**src/rtl/uart_rx_cfg.sv**
```systemverilog
// Configurable UART receiver: runtime bit divisor, 5-9 data bits, optional
// even/odd parity and 1-2 stop bits, reporting framing/parity/break per word.
module uart_rx_cfg #(
  parameter int DATA_BITS = 8,
  parameter int PARITY    = 0,
  parameter int STOP_BITS = 1,
  parameter int DIV_WIDTH = 16
) (
  input  logic                 CLK,
  input  logic                 RESET,
  input  logic [DIV_WIDTH-1:0] DIV,
  input  logic                 RX,
  output logic [DATA_BITS-1:0] DATA,
  output logic                 EN,
  output logic                 FRAME_ERR,
  output logic                 PARITY_ERR,
  output logic                 BREAK,
  output logic                 BUSY
);

  localparam logic [2:0] S_IDLE   = 3'd0;
  localparam logic [2:0] S_START  = 3'd1;
  localparam logic [2:0] S_DATA   = 3'd2;
  localparam logic [2:0] S_PARITY = 3'd3;
  localparam logic [2:0] S_STOP   = 3'd4;
  localparam logic [2:0] S_BRK    = 3'd5;

  logic                 sync1_q, sync2_q, prev_q;
  logic                 rx_s, fall, sample;
  logic [2:0]           state_q, state_d;
  logic [DIV_WIDTH-1:0] cnt_q, cnt_d, div_q, div_d, div_clamp;
  logic [3:0]           bit_q, bit_d;
  logic [DATA_BITS-1:0] shift_q, shift_d, data_q, data_d;
  logic                 par_q, par_d, perr_q, perr_d;
  logic                 ferr_q, ferr_d, zero_q, zero_d;
  logic                 en_q, en_d, fe_q, fe_d, pe_q, pe_d, brk_q, brk_d;

  assign rx_s      = sync2_q;
  assign fall      = prev_q & ~sync2_q;
  assign div_clamp = (DIV < DIV_WIDTH'(4)) ? DIV_WIDTH'(4) : DIV;
  // The start bit is checked half a bit in; every later sample is one full bit on.
  assign sample    = (state_q == S_START) ? (cnt_q == (div_q >> 1)) : (cnt_q == div_q);

  always_comb begin
    // NOTE: every variable gets a default first so no path leaves it unassigned,
    // which would otherwise infer a latch.
    state_d = state_q;
    cnt_d   = cnt_q + DIV_WIDTH'(1);
    div_d   = div_q;
    bit_d   = bit_q;
    shift_d = shift_q;
    par_d   = par_q;
    perr_d  = perr_q;
    ferr_d  = ferr_q;
    zero_d  = zero_q;
    data_d  = data_q;
    en_d    = 1'b0;
    fe_d    = fe_q;
    pe_d    = pe_q;
    brk_d   = brk_q;

    case (state_q)
      S_IDLE: begin
        cnt_d = '0;
        if (fall) begin
          state_d = S_START;
          cnt_d   = DIV_WIDTH'(1);
          div_d   = div_clamp;
        end
      end
      S_START: begin
        if (sample) begin
          cnt_d = DIV_WIDTH'(1);
          if (rx_s) begin
            state_d = S_IDLE;
          end else begin
            state_d = S_DATA;
            bit_d   = '0;
            par_d   = 1'b0;
            perr_d  = 1'b0;
            ferr_d  = 1'b0;
            zero_d  = 1'b1;
          end
        end
      end
      S_DATA: begin
        if (sample) begin
          cnt_d   = DIV_WIDTH'(1);
          shift_d = {rx_s, shift_q[DATA_BITS-1:1]};
          par_d   = par_q ^ rx_s;
          zero_d  = zero_q & ~rx_s;
          if (bit_q == 4'(DATA_BITS - 1)) begin
            bit_d   = '0;
            state_d = (PARITY != 0) ? S_PARITY : S_STOP;
          end else begin
            bit_d = bit_q + 4'd1;
          end
        end
      end
      S_PARITY: begin
        if (sample) begin
          cnt_d   = DIV_WIDTH'(1);
          perr_d  = ((par_q ^ rx_s) != (PARITY == 2));
          zero_d  = zero_q & ~rx_s;
          state_d = S_STOP;
        end
      end
      S_STOP: begin
        if (sample) begin
          cnt_d  = DIV_WIDTH'(1);
          ferr_d = ferr_q | ~rx_s;
          // Only the first stop sample takes part in break detection.
          if (bit_q == 4'd0) zero_d = zero_q & ~rx_s;
          if (bit_q == 4'(STOP_BITS - 1)) begin
            bit_d   = '0;
            en_d    = 1'b1;
            data_d  = shift_q;
            fe_d    = ferr_d;
            pe_d    = perr_q;
            brk_d   = zero_d;
            state_d = zero_d ? S_BRK : S_IDLE;
          end else begin
            bit_d = bit_q + 4'd1;
          end
        end
      end
      S_BRK: begin
        cnt_d = '0;
        if (rx_s) state_d = S_IDLE;
      end
      default: begin
        state_d = S_IDLE;
        cnt_d   = '0;
      end
    endcase
  end

  always_ff @(posedge CLK) begin
    // NOTE: non-blocking assignments so every flop samples pre-edge values.
    if (RESET) begin
      sync1_q <= 1'b1;
      sync2_q <= 1'b1;
      prev_q  <= 1'b1;
      state_q <= S_IDLE;
      cnt_q   <= '0;
      div_q   <= '0;
      bit_q   <= '0;
      shift_q <= '0;
      par_q   <= 1'b0;
      perr_q  <= 1'b0;
      ferr_q  <= 1'b0;
      zero_q  <= 1'b0;
      data_q  <= '0;
      en_q    <= 1'b0;
      fe_q    <= 1'b0;
      pe_q    <= 1'b0;
      brk_q   <= 1'b0;
    end else begin
      sync1_q <= RX;
      sync2_q <= sync1_q;
      prev_q  <= sync2_q;
      state_q <= state_d;
      cnt_q   <= cnt_d;
      div_q   <= div_d;
      bit_q   <= bit_d;
      shift_q <= shift_d;
      par_q   <= par_d;
      perr_q  <= perr_d;
      ferr_q  <= ferr_d;
      zero_q  <= zero_d;
      data_q  <= data_d;
      en_q    <= en_d;
      fe_q    <= fe_d;
      pe_q    <= pe_d;
      brk_q   <= brk_d;
    end
  end

  assign DATA       = data_q;
  assign EN         = en_q;
  assign FRAME_ERR  = fe_q;
  assign PARITY_ERR = pe_q;
  assign BREAK      = brk_q;
  assign BUSY       = (state_q != S_IDLE);

endmodule

```
**config.mk**
```make
export PLATFORM = sky130hd
export DESIGN_NAME = uart_rx_cfg
export DESIGN_NICKNAME = d
export VERILOG_FILES = /design/src/rtl/uart_rx_cfg.sv
export SDC_FILE = /design/constraint.sdc
export NUM_CORES = 1
export LEC_CHECK = 0
export CAP_MARGIN = 10
export CORE_UTILIZATION = 40
export CTS_CLUSTER_DIAMETER = 120
export CTS_CLUSTER_SIZE = 8
export DETAILED_ROUTE_END_ITERATION = 16
export HOLD_SLACK_MARGIN = 0.06
export PLACE_DENSITY = 0.67
export SKIP_LAST_GASP = 1
export SLEW_MARGIN = 0
export SYNTH_ARGS = -nofsm -noshare
export SYNTH_HDL_FRONTEND = slang
export SYNTH_SLANG_ARGS = --single-unit
```
**constraint.sdc**
```tcl
create_clock -name CLK -period 3.1 [get_ports CLK]
set_clock_uncertainty 0.2 [all_clocks]
set_input_delay 0.62 -clock CLK [delete_from_list [all_inputs] [get_ports CLK]]
set_output_delay 0.62 -clock CLK [all_outputs]
set_load 0.005 [all_outputs]
```
==> summary.txt <==
Setup path
  – Reg-to-reg startpoint: state_q[0]
  – Critical Path End Type: flop
  – WP data required: roughly 3200 ps
  – Crit path DAT: approximately 3000 ps
  – CP max FO: 7
  – Worst r2r path cells: 8
  – R2r setup slk: 180 ps
  – Worst r2r dst: zero_q
  – Setup crit start kind: flop
  – Setup Crit Path Kind: flop to flop

Placed design
  – Port bufs: 31
  – GP Congestion: 0.891
  – Hpwl dp: 5600 µm
  – Dpl cells: 525

Run
  – Number of max-cap violations: 0

Yosys
  – Cells after synthesis: 399
  – Synth cell types: 50
  – Synth async-reset ratio: 0%
  – Syn. warnings: 0
  – Main synth FF type: dfxtp_1
  – Cell Area, Synth: 0.00324 mm²
  – #FFs+latches synth: 66
  – Synth Area per Inst: 8.12 µm²
  – Mapped Nets: 421
  – Sequential area share after synthesis: 40.8%
  – EDFF count, synth: 0

Power and ir drop
  – Clock network power share: 33.5%
  – Sw frac: 33.5%
  – Switch Pwr: 0.818 mW
  – Maximum VDD drop: between 0.3 and 0.4 mV
  – Power share of the combinational group: roughly 28%
  – Pint: 1.62 mW
  – Power per cell area: 620 mW/mm²
  – Reg power frac: 38.6%
  – Leakage: ~1.4 nW

Clock network
  – Post CTS Setup Buffer Count: 0
  – Insertion delay to the later sink of the worst-skew pair: 340 ps
  – TritonCTS clock tree: done
  – Sink Count: 66
  – Clk buf depth: 2
  – CTS Buf Count: 9
  – H-Tree Level Count: 3
  – Root Buffer Master: clkbuf_8
  – Gates resized, CTS repair: 0
  – Clk slew on worst S/H paths: 80 ps
  – Hold-fix buffer count after cts: 0

Route
  – ANT nets after route: 0
  – Per-cell routed wire length: 14.3 µm
  – Drt first pass iters: 5
  – Drc violations: 0
  – 1st-iter DRT viols: 160
  – Final wirelength: 7730 µm
  – DR vias/cell: 5.38
  – Vias: 2,908

Timing
  – RSZ-0062 raised after global routing: false
  – Final worst-path cycle share: 94.1%
  – Fmax: 0.343 GHz
  – Setup TNS: 0 ps
  – Worst-margin pin slew: ~670 ps
  – Final hold viol count: 0
  – Slew Limit Fails: 0
  – Rel. slew slack: 55.1%
  – Min Tclk post-route: approximately 3000 ps
  – Final setup viols: 0

Die
  – Core Area: 0.00777 mm²
  – Site Rows: 32
  – Initial core utilization: 41.7%
  – Die area: 0.00847 mm²
  – Die width: between 90 and 100 µm
  – Die H: between 90 and 100 µm
  – I/O Pins: 32

Min path
  – Worst Hold Class: flop to flop
  – Worst Hold End: rx_s
  – Hold Crit Depth: 1
  – Worst Hold Launch: sync1_q

Layout
  – Layout cell share with drive strength beyond 1: 8.88%
  – Ant. Diodes: 0
  – Final Non-Filler Cells: 541
  – Synthesis-to-layout area growth: 21.3%
  – Final Net Count: 456

Global route
  – Pin count of the biggest net entering global routing: 36
  – Total gr overflow: 0
  – Initial antenna violation count: 0
  – Vias in the first global route: between 2,000 and 3,000
  – Total track usage: 19.8%
  – First-pass GRT wire length: between 10,000 and 15,000 µm

Outcome
  – Outcome: completed
## critical path, stage by stage, from the launching register on
cell	delay, ps
dfxtp_1	400
nor3b_2	340
mux2i_1	140
or4_1	570
nor4_4	370
nand3_1	210
buf_4	220
nor3_1	210
o221a_2	220
## cell type report
cell class	instances	area [µm²]
clock buffers	9	124
clock inverters	7	103
fillers	777	3830
inverters	18	67.6
multi-input cells	294	1760
flip-flops and latches	66	1320
well taps	102	128
repair buffers	45	428
## sequential cells by signal, summed over array words and instances, names as in the netlist
| signal | count |
|---|---|
| cnt_q | 16 |
| div_q | 16 |
| DATA | 8 |
| shift_q | 8 |
| bit_q | 4 |
| state_q | 3 |
| BREAK | 1 |
| EN | 1 |
| FRAME_ERR | 1 |
| PARITY_ERR | 1 |
| ferr_q | 1 |
| par_q | 1 |
| perr_q | 1 |
| prev_q | 1 |
| rx_s | 1 |
| sync1_q | 1 |
| zero_q | 1 |
## metrics by stage
stage	hold WS [ps]	power, mW	util, %	setup WS, ps	area (µm²)
after floorplan	189	1.42	-	431	3240
after global placement	197	1.62	47.7	391	3710
after detailed placement	203	1.63	47.7	252	3710
after CTS	223	2.45	50.6	247	3930
after global routing	239	2.57	50.6	52.1	3930
final	218	2.44	50.6	184	3930
## synthesized netlist by cell type, types with 3 or more instances
| master | instances | area (µm²) |
|---|---|---|
| dfxtp_1 | 66 | 1320 |
| and3_1 | 7 | 43.8 |
| o21ai_0 | 19 | 95.1 |
| xor2_1 | 10 | 87.6 |
| inv_1 | 16 | 60.1 |
| nor2_1 | 41 | 154 |
| ha_1 | 3 | 37.5 |
| a211oi_1 | 3 | 22.5 |
| nor2b_1 | 5 | 31.3 |
| xnor2_1 | 18 | 158 |
| a21oi_1 | 32 | 160 |
| clkbuf_1 | 16 | 60.1 |
| nor3b_1 | 3 | 22.5 |
| nand3_1 | 26 | 130 |
| buf_2 | 3 | 15.0 |
| nor3_1 | 7 | 35.0 |
| a22oi_1 | 5 | 37.5 |
| nand2_1 | 53 | 199 |
| a31oi_1 | 6 | 37.5 |
| mux2i_1 | 12 | 120 |
| nand4_1 | 5 | 31.3 |
| nand2b_1 | 4 | 25.0 |
## power by group through the flow
stage	combinational [mW]	sequential, mW	clock (mW)
detailed placement	0.672	0.960	0
global placement	0.664	0.959	0
global route	0.748	0.947	0.874
floorplan	0.471	0.946	0
CTS	0.676	0.940	0.833
finish	0.680	0.941	0.818
## cell families after synthesis
| kind of cell | after synthesis | share of synthesized area [%] |
|---|---|---|
| AND/OR/NAND/NOR | 167 | 25.4 |
| AO/OA/AOI/OAI | 83 | 16.2 |
| flip-flops | 66 | 40.8 |
| buffers and inverters | 39 | 4.86 |
| XOR/XNOR | 28 | 7.56 |
| multiplexers | 13 | 4.05 |
| adder cells (fa/ha/maj) | 3 | 1.16 |
## layer usage
metal	global-route usage (%)	wire, µm	part of all wire [%]	vias up
met4	8.07	135	1.7	0
met1	27.2	3650	47	1354
met5	0	0	0	-
met2	30.3	3540	46	84
met3	3.81	406	5.3	13
li1	-	-	-	1457
## placed cells by master (no fill, tap or decap), drive strengths merged, types with 12 or more instances in the layout
| master | netlist | final |
|---|---|---|
| a21oi | 32 | 32 |
| inv | 16 | 17 |
| o21ai | 20 | 20 |
| clkdlybuf4s50 | 0 | 31 |
| buf | 5 | 14 |
| nor2 | 41 | 41 |
| mux2i | 12 | 12 |
| xnor2 | 18 | 18 |
| dfxtp | 66 | 66 |
| nand3 | 26 | 26 |
| nand2 | 53 | 53 |
## how the worst max path moves through the flow
stage	startpoint	to	cells after the start
floorplan	state_q[2]	DATA[4]	9
global placement	state_q[0]	zero_q	8
detailed placement	state_q[0]	zero_q	8
CTS	state_q[0]	zero_q	8
global route	state_q[0]	zero_q	8
finish	state_q[0]	zero_q	8
Power figures use the tool's default switching activity.
